File: config.mk
export PLATFORM = sky130hd
export DESIGN_NAME = ee354_snake_body
export DESIGN_NICKNAME = d
export VERILOG_FILES = /design/src/rtl/ee354_snake_pkg.sv /design/src/rtl/ee354_snake_step.sv /design/src/rtl/ee354_snake_body.sv
export SDC_FILE = /design/constraint.sdc
export NUM_CORES = 2
export LEC_CHECK = 0
export CELL_PAD_IN_SITES_DETAIL_PLACEMENT = 1
export CELL_PAD_IN_SITES_GLOBAL_PLACEMENT = 1
export CORE_AREA = 2 2 451 453
export DETAILED_ROUTE_END_ITERATION = 10
export DIE_AREA = 0 0 453 455
export PLACE_DENSITY_LB_ADDON = 0.1
export SYNTH_ARGS = -nofsm -noshare
export SYNTH_HDL_FRONTEND = slang
export SYNTH_HIERARCHICAL = 1
export SYNTH_SLANG_ARGS = --single-unit
File: constraint.sdc
create_clock -name Clk -period 27.3 [get_ports Clk]
set_clock_uncertainty 0.05 [all_clocks]
set_input_delay 5.46 -clock Clk [delete_from_list [all_inputs] [get_ports Clk]]
set_output_delay 5.46 -clock Clk [all_outputs]
set_load 0.02 [all_outputs]
File: src/rtl/ee354_snake_pkg.sv
// Shared constants and encodings for the snake body tracker.
// The state encoding is one-hot to match the game state machine.
package ee354_snake_pkg;

  localparam int GRID     = 15;
  localparam int MAX_LEN  = GRID * GRID;
  localparam int INIT_LEN = 3;
  localparam int START_X  = 7;
  localparam int START_Y  = 7;

  localparam logic [3:0] COORD_MAX = 4'(GRID - 1);
  localparam logic [7:0] LEN_MAX   = 8'(MAX_LEN);

  localparam logic [1:0] DIR_UP    = 2'b00;
  localparam logic [1:0] DIR_RIGHT = 2'b01;
  localparam logic [1:0] DIR_DOWN  = 2'b10;
  localparam logic [1:0] DIR_LEFT  = 2'b11;

  typedef enum logic [3:0] {
    S_IDLE  = 4'b0001,
    S_MOVE  = 4'b0010,
    S_CHECK = 4'b0100,
    S_HALT  = 4'b1000
  } state_t;

  // Opposite headings differ only in the upper bit of the encoding.
  function automatic logic [1:0] dir_opposite(input logic [1:0] d);
    return d ^ 2'b10;
  endfunction

endpackage

File: src/rtl/ee354_snake_step.sv
// Combinational step logic: filters reversals, computes the next head cell
// and flags a step off the grid edge (coordinates never wrap).
module ee354_snake_step
  import ee354_snake_pkg::*;
(
  input  logic [1:0] heading,
  input  logic [1:0] dir,
  input  logic [3:0] head_x,
  input  logic [3:0] head_y,
  output logic [1:0] new_heading,
  output logic [3:0] next_x,
  output logic [3:0] next_y,
  output logic       wall
);

  always_comb begin
    new_heading = (dir == dir_opposite(heading)) ? heading : dir;
    next_x      = head_x;
    next_y      = head_y;
    wall        = 1'b0;
    unique case (new_heading)
      DIR_UP:    if (head_y == 4'd0)      wall = 1'b1; else next_y = head_y - 4'd1;
      DIR_RIGHT: if (head_x == COORD_MAX) wall = 1'b1; else next_x = head_x + 4'd1;
      DIR_DOWN:  if (head_y == COORD_MAX) wall = 1'b1; else next_y = head_y + 4'd1;
      default:   if (head_x == 4'd0)      wall = 1'b1; else next_x = head_x - 4'd1;
    endcase
  end

endmodule

File: src/rtl/ee354_snake_body.sv
// Snake body tracker: segment store, one-cycle parallel shift, serial
// self-collision scan and a combinational renderer read port.
module ee354_snake_body
  import ee354_snake_pkg::*;
(
  input  logic       Clk,
  input  logic       Reset,
  input  logic       Init,
  input  logic       Run,
  input  logic       Tick,
  input  logic [1:0] Dir,
  input  logic [3:0] Food_X,
  input  logic [3:0] Food_Y,
  input  logic [7:0] Rd_Idx,
  output logic [3:0] Rd_X,
  output logic [3:0] Rd_Y,
  output logic       Rd_Valid,
  output logic [7:0] Length,
  output logic       Collision,
  output logic       Eat,
  output logic       Busy
);

  logic [3:0] seg_x [MAX_LEN];
  logic [3:0] seg_y [MAX_LEN];
  state_t     state, state_nx;
  logic [1:0] heading, step_heading;
  logic [3:0] step_x, step_y, nh_x, nh_y;
  logic       step_wall, grow, accept, scan_done, scan_hit;
  logic [7:0] k;

  ee354_snake_step u_step (
    .heading     (heading),
    .dir         (Dir),
    .head_x      (seg_x[0]),
    .head_y      (seg_y[0]),
    .new_heading (step_heading),
    .next_x      (step_x),
    .next_y      (step_y),
    .wall        (step_wall)
  );

  assign accept    = (state == S_IDLE) && Tick && Run;
  assign scan_done = (k >= Length);
  assign scan_hit  = !scan_done && (seg_x[k] == seg_x[0]) && (seg_y[k] == seg_y[0]);

  always_ff @(posedge Clk) begin
    if (Reset || Init) state <= S_IDLE;
    else               state <= state_nx;
  end

  always_comb begin
    state_nx = state;
    Busy     = (state == S_MOVE) || (state == S_CHECK);
    unique case (state)
      S_IDLE:  if (accept) state_nx = step_wall ? S_HALT : S_MOVE;
      S_MOVE:  state_nx = S_CHECK;
      // A full board ends the round as a win rather than returning to play.
      S_CHECK: if (scan_done)     state_nx = (Length == LEN_MAX) ? S_HALT : S_IDLE;
               else if (scan_hit) state_nx = S_HALT;
      S_HALT:  state_nx = S_HALT;
      default: state_nx = S_IDLE;
    endcase
  end

  always_ff @(posedge Clk) begin
    if (Reset || Init) begin
      for (int i = 0; i < MAX_LEN; i++) begin
        seg_x[i] <= (i < INIT_LEN) ? 4'(START_X - i) : 4'd0;
        seg_y[i] <= (i < INIT_LEN) ? 4'(START_Y) : 4'd0;
      end
      Length    <= 8'(INIT_LEN);
      heading   <= DIR_RIGHT;
      Collision <= 1'b0;
      Eat       <= 1'b0;
      grow      <= 1'b0;
      nh_x      <= 4'd0;
      nh_y      <= 4'd0;
      k         <= 8'd1;
    end else begin
      Eat <= 1'b0;
      unique case (state)
        S_IDLE: if (accept) begin
          heading <= step_heading;
          if (step_wall) Collision <= 1'b1;
          else begin
            nh_x <= step_x;
            nh_y <= step_y;
            grow <= (step_x == Food_X) && (step_y == Food_Y) && (Length < LEN_MAX);
          end
        end
        S_MOVE: begin
          for (int i = 1; i < MAX_LEN; i++) begin
            seg_x[i] <= seg_x[i-1];
            seg_y[i] <= seg_y[i-1];
          end
          seg_x[0] <= nh_x;
          seg_y[0] <= nh_y;
          if (grow) begin
            Length <= Length + 8'd1;
            Eat    <= 1'b1;
          end
          k <= 8'd1;
        end
        // The vacated tail sits at index Length and is never compared.
        S_CHECK: if (!scan_done) begin
          if (scan_hit) Collision <= 1'b1;
          else          k <= k + 8'd1;
        end
        default: ;
      endcase
    end
  end

  always_comb begin
    Rd_Valid = (Rd_Idx < Length);
    Rd_X     = 4'd0;
    Rd_Y     = 4'd0;
    if (Rd_Valid) begin
      Rd_X = seg_x[Rd_Idx];
      Rd_Y = seg_y[Rd_Idx];
    end
  end

endmodule
==> impl_metrics.ini <==
[floorplan]
die_area_sq_mm = 0.206
rows = 165
initial_core_util_pct = 47.9
core_area_sq_mm = 0.201
ioPinCount = 43
die_h_um = 455
fp.dieW_um = 453

[layout]
num-fill-cells = 20250
final_net_count = 7617
final_cell_mix = nand2_1, edfxtp_1, and3_1
area_growth_pct = 8.66
layout-drive-gt1-share_pct = 19.6
layout_commonest_cell = nand2_1
stdcell_count = 10428

[synthesis]
synth-seq-cells = 1841
syn_inst = 7982
synth_edf_count = 1040
ys_warn_count = 6
ys.flop_type = edfxtp_1
ys_seq_area_share_pct = 49.1
synthArstFlopShare_pct = 0
synth_cell_types = 83
syn-cell-area_sq_mm = 0.0963
avgSynthCellArea_sq_um = 12.1
synth_fp_nets = 8030

[pwr]
power.leakage_nw = 38.2
power_density_mw_per_mm2 = 58.6
peakVddDrop_mv = 0.0700

[sta]
tightest_slew_ns = 1.21
setup_viol = 0
min_period_ns = 17.03
relSlewSlack_pct = 19.4
fin_crit_sh_pct = 62.4
hold_viol = 0
rsz0062_at_grt = no
fin_tns_setup_ns = 0
slew_viol_final = 0
max_freq_mhz = 58.7

[setup_path]
arrival_ns = 11.52
cp_slowest_cell = buf_4
startpoint_type = input port
cpPeakStageDelay_ns = 0.85
crit_type = in2out
end_kind = output port
critPathMaxFanout = 68
cp_cell_sequence = buf_8 > buf_4 > buf_4 > buf_4 > mux4_2 > mux4_2 > mux2i_1 > o21ai_0 > mux4_2 > nor2b_1 > clkdlybuf4s50_1
required_ns = 21.79

[clock_network]
hold_buffers = 0
insertion_delay_ns = 0.88
postCtsSetupBuffers = 0
cts.clk_slew.worst_paths_ns = 0.06
numCtsBuffers = 208
cts_resized = 0
htreeDepth = 4
cts-root-buf = clkbuf_16
clock_sinks = 1841
tritoncts = built
ctsLongestPathBuffers = 3

[drt]
vias_per_cell = 6.59
drtPass1Iterations = 6
wirelength_mm = 298
drtIter0Drc = 7265
post-route-drc-count = 0
vias = 68720
antenna_left = 0
wl_per_cell_um = 28.6

[status]
outcome = completed

[place]
dp.cells = 10031
port_buffers = 42
dp_hpwl_mm = 179
gp_congestion = 0.837

[global_routing]
grt_usage_pct = 28.8
antenna_found_initial = 9
grt-ovfl-total = 0
grt_max_degree = 268
grt_pass1_wl_mm = 457
first_global_vias = 70052

[flow_run]
drv_cap = 0

[hold_path]
hold_path_class = reg2reg
[final timing paths]
path | slack (ns) | end | depth (start not counted) | startpoint
max | 10.27 | Rd_Y[2] | 11 | Rd_Idx[0]
min | 0.42 | seg_y[224][2] | 2 | seg_y[224][2]
max reg2reg | 20.34 | flip-flop | 14 | flip-flop
min reg2reg | 0.42 | seg_y[224][2] | 2 | seg_y[224][2]
[synthesized netlist by cell type (all sizes together), types with 6 or more instances]
library cell,count,share of area [%]
a31oi,17,0.11
nor4,10,0.078
xnor2,21,0.19
nand2b,15,0.097
clkbuf,600,2.3
nor2b,33,0.21
mux2,22,0.26
mux2i,171,1.8
dfxtp,801,17
a311oi,7,0.064
o221ai,10,0.097
nand2,1666,6.5
a21oi,807,4.2
a221oi,12,0.11
nor3,23,0.13
edfxtp,1040,32
nand4,16,0.10
o22ai,19,0.12
a22o,8,0.073
a22oi,72,0.56
a211o,7,0.064
and3,1029,6.7
nor2,63,0.25
nand3,34,0.18
xor2,8,0.073
and2,12,0.078
o21ai,53,0.28
mux4,1001,23
a2111oi,6,0.094
ha,25,0.32
o2111ai,8,0.073
or3,21,0.14
a211oi,28,0.22
o211ai,14,0.11
inv,26,0.10
buf,203,1.2
[through the flow]
| step | power (W) | hold WS, ns | worst slack, ns | instance area, sq um | utilization [%] |
|---|---|---|---|---|---|
| after floorplan | 0.00337 | 0.394 | 0.0524 | 96300 | - |
| after global routing | 0.00632 | 0.445 | 9.76 | 105000 | 52.0 |
| after detailed placement | 0.00341 | 0.415 | 10.18 | 98000 | 48.7 |
| after global placement | 0.00340 | 0.407 | 10.33 | 98000 | 48.7 |
| final | 0.00613 | 0.420 | 10.27 | 105000 | 52.0 |
| after CTS | 0.00618 | 0.423 | 10.19 | 105000 | 52.0 |
[critical path, delay by kind of cell]
family                 cells  cell delay (ns)
and+or+nand+nor            1             0.19
muxes                      4             2.07
AOI/OAI and AO/OA          1             0.26
buffers and inverters      5             3.40
[sequential cells by signal, indices dropped and copies added, names as in the netlist, named ones only]
name       cells
seg_x        900
heading        2
Collision      1
k              8
Eat            1
Length         8
nh_x           4
seg_y        900
state          4
nh_y           4
grow           1
[cells by family after synthesis]
| group | share of synthesized area [%] |
|---|---|
| multiplexers | 25.4 |
| AND/OR/NAND/NOR | 14.6 |
| flip-flops | 49.1 |
| AO/OA/AOI/OAI | 6.58 |
| buffers and inverters | 3.69 |
| adder cells (fa/ha/maj) | 0.325 |
| XOR/XNOR | 0.264 |
[power by group]
group          switching, W  internal, W  leakage [nW]  total [W]
Clock               0.00118      0.00159          3.31    0.00278
Sequential        0.0000576      0.00299          18.0    0.00305
Combinational      0.000179     0.000129          16.9   0.000308
[final cells by class]
class	instances	area (sq um)	area share, %
inverters	30	121	0.116
multi-input cells	5308	45600	43.5
well taps	2672	3340	3.19
flip-flops and latches	1841	47300	45.2
repair buffers	180	1630	1.56
clock buffers	316	6100	5.83
diodes	5	12.5	0.0120
clock inverters	76	597	0.570
[layer usage]
layer | track usage [%] | part of all wire (%) | vias to the layer above
met4 | 9.52 | 3.2 | 10
met2 | 45.1 | 47 | 2354
met5 | 0 | 0.019 | -
met1 | 40.8 | 43 | 36384
li1 | - | - | 29528
met3 | 5.22 | 6.8 | 444
Power figures use the tool's default switching activity.
